### src/rtl/ps2_host_tx.sv
// ps2_host_tx: PS/2 host-to-device transmitter; sends one command byte over open-drain CLK/DAT enables.
// Latency: accept -> INHIBIT_CYCLES of CLK low -> 1-cycle request -> device-clocked frame -> status pulse.
// Backpressure: tx_ready only in IDLE, tx_valid while busy is ignored. Optional CLK glitch filter: PS2_TX_FILTER_EN.
module ps2_host_tx #(
  parameter int INHIBIT_CYCLES = 5000,
  parameter int TIMEOUT_CYCLES = 750000,
  parameter int FILT_LEN       = 8
) (
  input  logic       CLOCK_50,
  input  logic       reset,
  input  logic [7:0] tx_data,
  input  logic       tx_valid,
  output logic       tx_ready,
  output logic       busy,
  output logic       done,
  output logic       ack_err,
  output logic       timeout,
  input  logic       PS2_CLK,
  input  logic       PS2_DAT,
  output logic       ps2_clk_oe,
  output logic       ps2_dat_oe
);

  localparam int IW = $clog2(INHIBIT_CYCLES + 1);
  localparam int TW = $clog2(TIMEOUT_CYCLES + 1);

  typedef enum logic [2:0] {
    S_IDLE, S_INHIBIT, S_REQ, S_XFER, S_ACK, S_WAIT_IDLE
  } state_t;

  state_t        state, state_n;
  logic [IW-1:0] inh_cnt, inh_n;
  logic [TW-1:0] tmo_cnt, tmo_n;
  logic [8:0]    shift, shift_n;
  logic [3:0]    bit_cnt, bit_n;
  logic          ack_ok, ok_n;
  logic          clk_oe_n, dat_oe_n;

  logic clk_s1, clk_s2, dat_s1, dat_s2;
  logic clk_lvl, clk_lvl_d, fall;
  logic tmo_run, tmo_hit;

  // Two-flop synchronisers; reset to the idle (pulled-up) level so reset creates no false fall
  always_ff @(posedge CLOCK_50 or posedge reset) begin
    if (reset) begin
      clk_s1 <= 1'b1;
      clk_s2 <= 1'b1;
      dat_s1 <= 1'b1;
      dat_s2 <= 1'b1;
    end else begin
      clk_s1 <= PS2_CLK;
      clk_s2 <= clk_s1;
      dat_s1 <= PS2_DAT;
      dat_s2 <= dat_s1;
    end
  end

`ifdef PS2_TX_FILTER_EN
  localparam int FW = $clog2(FILT_LEN + 1);
  logic [FW-1:0] filt_cnt;
  logic          clk_f;

  // Filtered CLK follows the synced level only after FILT_LEN consecutive differing samples
  always_ff @(posedge CLOCK_50 or posedge reset) begin
    if (reset) begin
      clk_f    <= 1'b1;
      filt_cnt <= '0;
    end else if (clk_s2 == clk_f) begin
      filt_cnt <= '0;
    end else if (filt_cnt == FW'(FILT_LEN - 1)) begin
      clk_f    <= clk_s2;
      filt_cnt <= '0;
    end else begin
      filt_cnt <= filt_cnt + 1'b1;
    end
  end

  assign clk_lvl = clk_f;
`else
  assign clk_lvl = clk_s2;
`endif

  // Delayed CLK level for falling-edge detection
  always_ff @(posedge CLOCK_50 or posedge reset) begin
    if (reset) clk_lvl_d <= 1'b1;
    else       clk_lvl_d <= clk_lvl;
  end

  assign fall     = clk_lvl_d & ~clk_lvl;
  assign tmo_run  = (state == S_XFER) || (state == S_ACK) || (state == S_WAIT_IDLE);
  assign tmo_hit  = tmo_run && (tmo_cnt == TW'(TIMEOUT_CYCLES));
  assign tx_ready = (state == S_IDLE);
  assign busy     = (state != S_IDLE);

  // State and datapath registers; line enables are registered so no input reaches the pins combinationally
  always_ff @(posedge CLOCK_50 or posedge reset) begin
    if (reset) begin
      state      <= S_IDLE;
      inh_cnt    <= '0;
      tmo_cnt    <= '0;
      shift      <= '0;
      bit_cnt    <= '0;
      ack_ok     <= 1'b0;
      ps2_clk_oe <= 1'b0;
      ps2_dat_oe <= 1'b0;
    end else begin
      state      <= state_n;
      inh_cnt    <= inh_n;
      tmo_cnt    <= tmo_n;
      shift      <= shift_n;
      bit_cnt    <= bit_n;
      ack_ok     <= ok_n;
      ps2_clk_oe <= clk_oe_n;
      ps2_dat_oe <= dat_oe_n;
    end
  end

  // Next-state, next-datapath and status pulses; timeout wins over any fall or completion
  always_comb begin
    state_n  = state;
    inh_n    = inh_cnt;
    tmo_n    = tmo_cnt;
    shift_n  = shift;
    bit_n    = bit_cnt;
    ok_n     = ack_ok;
    clk_oe_n = ps2_clk_oe;
    dat_oe_n = ps2_dat_oe;
    done     = 1'b0;
    ack_err  = 1'b0;
    timeout  = 1'b0;
    case (state)
      S_IDLE: begin
        clk_oe_n = 1'b0;
        dat_oe_n = 1'b0;
        if (tx_valid) begin
          shift_n  = {~^tx_data, tx_data};
          inh_n    = '0;
          clk_oe_n = 1'b1;
          state_n  = S_INHIBIT;
        end
      end
      S_INHIBIT: begin
        if (inh_cnt == IW'(INHIBIT_CYCLES - 1)) begin
          dat_oe_n = 1'b1;
          state_n  = S_REQ;
        end else begin
          inh_n = inh_cnt + 1'b1;
        end
      end
      S_REQ: begin
        clk_oe_n = 1'b0;
        tmo_n    = '0;
        bit_n    = '0;
        state_n  = S_XFER;
      end
      S_XFER, S_ACK, S_WAIT_IDLE: begin
        tmo_n = tmo_cnt + 1'b1;
        if (tmo_hit) begin
          timeout  = 1'b1;
          clk_oe_n = 1'b0;
          dat_oe_n = 1'b0;
          state_n  = S_IDLE;
        end else if (state == S_XFER) begin
          if (fall) begin
            if (bit_cnt == 4'd9) begin
              dat_oe_n = 1'b0;
              state_n  = S_ACK;
            end else begin
              dat_oe_n = ~shift[0];
              shift_n  = {1'b0, shift[8:1]};
              bit_n    = bit_cnt + 1'b1;
            end
          end
        end else if (state == S_ACK) begin
          if (fall) begin
            ok_n    = ~dat_s2;
            state_n = S_WAIT_IDLE;
          end
        end else begin
          if (clk_s2 && dat_s2) begin
            done    = ack_ok;
            ack_err = ~ack_ok;
            state_n = S_IDLE;
          end
        end
      end
      default: state_n = S_IDLE;
    endcase
  end

endmodule

### config.mk
export PLATFORM = sky130hd
export DESIGN_NAME = ps2_host_tx
export DESIGN_NICKNAME = d
export VERILOG_FILES = /design/src/rtl/ps2_host_tx.sv
export SDC_FILE = /design/constraint.sdc
export NUM_CORES = 1
export LEC_CHECK = 0
export CAP_MARGIN = 20
export CELL_PAD_IN_SITES_DETAIL_PLACEMENT = 1
export CELL_PAD_IN_SITES_GLOBAL_PLACEMENT = 2
export CORE_MARGIN = 5
export CORE_UTILIZATION = 41
export CTS_CLUSTER_DIAMETER = 150
export DETAILED_ROUTE_END_ITERATION = 12
export GPL_ROUTABILITY_DRIVEN = 0
export PLACE_DENSITY = 0.95
export SYNTH_ARGS = -nofsm -noshare
export SYNTH_HDL_FRONTEND = slang
export SYNTH_SLANG_ARGS = --single-unit
### constraint.sdc
create_clock -name CLOCK_50 -period 3.5 [get_ports CLOCK_50]
set_input_delay 0.35 -clock CLOCK_50 [delete_from_list [all_inputs] [get_ports CLOCK_50]]
set_output_delay 0.35 -clock CLOCK_50 [all_outputs]
set_load 0.02 [all_outputs]
**Word-level counts from Yosys, hierarchy flattened**

Cells that the tools add are included.

- Bits in registers: 57
- Latch bits: 0
- RAM bits: 0
- Memory bits (read-only): 0
- Bits of input ports: 13
- Output and inout port bits: 7
- Logic and storage cells: 111
- Memories: 0

- Add/sub/neg operators: 3
- Multiply operators: 0
- Divide/modulo/power cells: 0
- $lt $le $gt $ge: 0
- Eq/ne operators: 22
- Shifts and indexed selects: 0
- Multiplexer cells: 46
- Bitwise gates (word level): 7
- Reductions and logical operators: 20

Operators with widths:

| kind | number |
|---|---|
| 9-bit two-way mux | 5 |
| 20-bit case mux with 2 select lines | 1 |
| 3-bit two-way mux | 9 |
| 13-bit two-way mux | 2 |
| 13-bit case mux with 2 select lines | 1 |
| 20-bit by 1-bit adder with 20-bit output (second input constant) | 1 |
| 20-bit == test (second input constant) | 1 |
| 1-bit two-way mux | 19 |
| 9-bit case mux with 2 select lines | 1 |
| 4-bit two-way mux | 4 |
| 2-bit inequality test (second input constant) | 8 |
| 13-bit by 1-bit adder with 13-bit output (second input constant) | 1 |
| 13-bit == test (second input constant) | 1 |
| 4-bit inequality test (second input constant) | 3 |
| 3-bit case mux with 4 select lines | 1 |
| 6-bit AND reduction | 2 |
| 5-bit AND reduction | 2 |
| 3-bit nonzero test | 3 |
| 4-bit case mux with 2 select lines | 1 |
| 8-bit XNOR reduction | 1 |
| 3-bit by 2-bit == test with 1-bit output (second input constant) | 2 |
| 3-bit == test (second input constant) | 2 |
| 3-bit inequality test (second input constant) | 2 |
| 1-bit inverter | 6 |
| 14 further kinds | 19 |

**Logic depth before layout (Yosys ltp)**

- Depth in word-level cells: 7
- Gate-level depth with buffers: 8
- Gate-level depth less buffers: 7

**Least setup slack after synthesis**

Ideal clock, no wire load.

- Path kind: reg-to-output
- From: reg tmo_cnt[0]
- To: out ack_err
- Data arrival time: 1.778 ns
- Required time: 3.150 ns
- Slack: 1.372 ns
- Stages on the path, launching flop included: 7
- Buffers on the path: 0
- Cells stage by stage: dfrtp_1 > inv_1 > ha_1 > nor4bb_1 > nand4b_1 > nor2_2 > nor4_1

- Cells in the longest elaborated chain, start to end: 4

Ends and longest elaborated chain:

| item | RTL line | source |
|---|---|---|
| from (decl) | 33 | `logic [TW-1:0] tmo_cnt, tmo_n;` |
| from (signal assigned) | 109 | `tmo_cnt <= tmo_n;` |
| 20-bit == test | 91 | `assign tmo_hit = tmo_run && (tmo_cnt == TW'(TIMEOUT_CYCLES));` |
| 1-bit logical AND | 91 |  |
| 1-bit two-way mux | 158 | `if (tmo_hit) begin` |
| 1-bit two-way mux | 131 | `case (state)` |
| to (decl) | 16 | `output logic ack_err,` |

No other way between the ends.

**Final worst setup path**

Same ends and word-level chain as after synthesis.

==> flow_metrics.tcl <==
set metrics [dict create \
    crit_path_start "tmo_cnt[0]$_DFFE_PP0P_" \
    clockRootBuffer "clkbuf_8" \
    worst_slew_pin_slew_ns 0.759 \
    synth_xor_area_share_pct 8.26 \
    io_buffers 19 \
    cts-buffers-inserted 9 \
    first_global_vias 2694 \
    synth_compound_area_share_pct 11.1 \
    met2_usage_pct 29.8 \
    finalCriticalPeriod_ns 2.92 \
    switching_power_uw 304 \
    drt_iter0_drc 69 \
    critPathKind "reg2out" \
    grt-ovfl-total 0 \
    yosysWarnings 0 \
    p_sw_share_pct 21.8 \
    p_int_uw 1090 \
    p_leak_uw 0.00153 \
    finalWorstSetupSlack_ns 0.577 \
    die-area_sq_um 9660 \
    maxCapViolations 0 \
    globalRouteMet3Util_pct 5.07 \
    cp_max_fo 7 \
    outcome "finished clean" \
    viasPerCell 5.51 \
    multi_input_area_sq_um 1670 \
    netlist_instances 319 \
    drv_slew 0 \
    antenna_left 0 \
    power.density_nw_per_um2 377 \
    min_path_type "in2async" \
    endpoint_kind "primary output" \
    cts_max_level 3 \
    synth.net_count 337 \
    vias 2469 \
    dp_slack_ns 0.948 \
    firstDrtPassIters 4 \
    post_drt_wl_per_cell_microns 17.2 \
    cp_data_arrival_time_ns 2.57 \
    max_slew_margin_pct 49.4 \
    grt-busiest-layer "met2" \
    routed_wl_microns 7720 \
    p_seq_share_pct 48.4 \
    setup_tns_ns 0 \
    worstSkewPairLatency_ns 0.35 \
    reg2reg_from "state[2]$_DFFE_PP0P_" \
    final.period_utilization_pct 83.5 \
    crit_path_start_kind "register" \
    clockBufferDepth 2 \
    final_cell_count_no_fill 448 \
    die_h_microns 98.3 \
    grt_first_pass_wirelength_microns 13400 \
    start_util_pct 41.8 \
    skew_ns 0.00938 \
    yosys.area.top_type "dfrtp_1" \
    cts_sinks 57 \
    synth_common_cells "dfrtp_1, nor2_1, nand2_1, nand3_1, xor2_1" \
    synth_area_sq_um 3200 \
    synth-adder-area-share_pct 1.96 \
    setup_violations 0 \
    tritoncts "yes" \
    io_pins 20 \
    fillCellCount 872 \
    yosysMostFrequentCell "dfrtp_1" \
    synth_ff_type "dfrtp_1" \
    antenna_found_initial 0 \
    synth_edf_count 0 \
    syn2layout_area_growth_pct 15.6 \
    die_w_microns 98.3 \
    r2r_setup_slack_ns 1.08 \
    n_antenna_cell 0 \
    placedCellCount 432 \
    drc 0 \
    postCtsSetupBuffers 0 \
    drive_gt1_share_pct 14.5 \
    nets 359 \
    ctsResizeCount 0 \
    coreArea_sq_um 7650 \
    clkPwrFrac_pct 46.9 \
    ir_drop_uv 221 \
    synth_seq_area_share_pct 44.8 \
    regArea_sq_um 1430 \
    use_met1_pct 20.9 \
    dp.final_hpwl_microns 5510 \
    async_flop_share_pct 100 \
    yosys.cell_types.count 58 \
    power_frac_comb_pct 4.6 \
    synthMuxAreaShare_pct 8.93 \
    yosys-top-cells-area "dfrtp_1, dfstp_2, xor2_1" \
    synth_seq_cells 57 \
    rows 32 \
    timing_hold_violations_final 0 \
    grt_use_total_pct 17.2 \
    rsz0062_at_grt "no" \
    synth_top_family_by_area "simple AND/OR/NAND/NOR gates" \
    clk_pin_slew_worst_paths_ns 0.07 \
    syn_avg_cell_area_sq_um 10.0 \
    synth_simple_gate_area_share_pct 22.0 \
    netlist.area_leader.share_pct 40.7 \
    hold_buffers 0 \
    grt_start_max_net_pins 40 \
    fmax_ghz 0.342 \
    required_ns 3.15 \
]
[cells by family after synthesis]
kind of cell               Yosys count
AOI/OAI and AO/OA                   50
xor gates and xnor gates            28
adders and majority gates            5
buffers and inverters               22
DFF                                 57
muxes                               24
and+or+nand+nor                    133
[worst paths after layout]
check | end | cells after the start
max reg2reg | ps2_dat_oe$_DFFE_PP0P_ | 5
max | ack_err | 7
min in group CLOCK_50 | clk_lvl$_DFF_PP1_ | 0
max in group asynchronous | shift[1]$_DFFE_PP0P_ | 3
min reg2reg | clk_lvl$_DFF_PP1_ | 0
min | state[1]$_DFFE_PP0P_ | 2
[sequential cells by signal, indices dropped and copies added, names as in the netlist]
name and flops:
bit_cnt 4, shift 9, ps2_clk_oe 1, inh_cnt 13, state 3, clk_s1 1, dat_s1 1, tmo_cnt 20
ps2_dat_oe 1, clk_lvl 1, clk_lvl_d 1, ack_ok 1, dat_s2 1
[cells in the final DEF, fill, tap and decap left out, types with 4 or more instances in the layout]
cell and instances:
a21oi_1 11, and2_1 6, and3_1 6, buf_4 4
clkbuf_8 12, clkdlybuf4s50_1 19, dfrtp_1 52, dfstp_2 5
ha_1 5, inv_1 8, mux2_2 8, mux2_4 7
mux2i_1 9, nand2_1 29, nand3_1 15, nand4_1 9
nor2_1 31, nor3_1 8, nor4_1 4, o21ai_0 11
o31ai_1 5, xnor2_1 13, xor2_1 14
[power by group through the flow]
stage               logic (uW)  registers, uW  clock network, uW
finish                    64.6            675                654
global route              71.9            676                711
CTS                       66.6            675                673
detailed placement        66.0            687                  0
global placement          64.2            686                  0
floorplan                 39.4            685                  0
[worst max-delay path: stages (launching register included)]
cell and delay (ns):
dfrtp_1 0.42, inv_1 0.07, ha_1 0.16, nor4bb_1 0.22, nand4b_1 0.30, nor2_2 0.38, nor4_1 0.12, clkdlybuf4s50_1 0.56
[metrics by stage]
| step | total power, uW | hold WS (ns) | cell area, sq um | util, % |
|---|---|---|---|---|
| finish | 1390 | 0.304 | 3690 | 48.3 |
| detailed placement | 753 | 0.347 | 3490 | 45.6 |
| CTS | 1420 | 0.307 | 3690 | 48.3 |
| global route | 1460 | 0.322 | 3690 | 48.3 |
| global placement | 751 | 0.346 | 3490 | 45.6 |
| floorplan | 725 | 0.345 | 3200 | - |
[routing by layer]
layer  up-vias  share of wire (%)
met1      1242                 44
met3        14                2.8
met2        31                 52
li1       1182                  -
met5         -                  0
met4         0                1.5
[final cells by class]
type / instances / share of cell area, %
clock buffer: 14 / 4.67
sequential: 57 / 38.8
clock inverter: 2 / 0.948
tap: 102 / 3.45
inverter: 10 / 1.02
multi-input combinational: 240 / 45.2
timing repair buffer: 23 / 5.96
(Power assumes the default switching activity.)
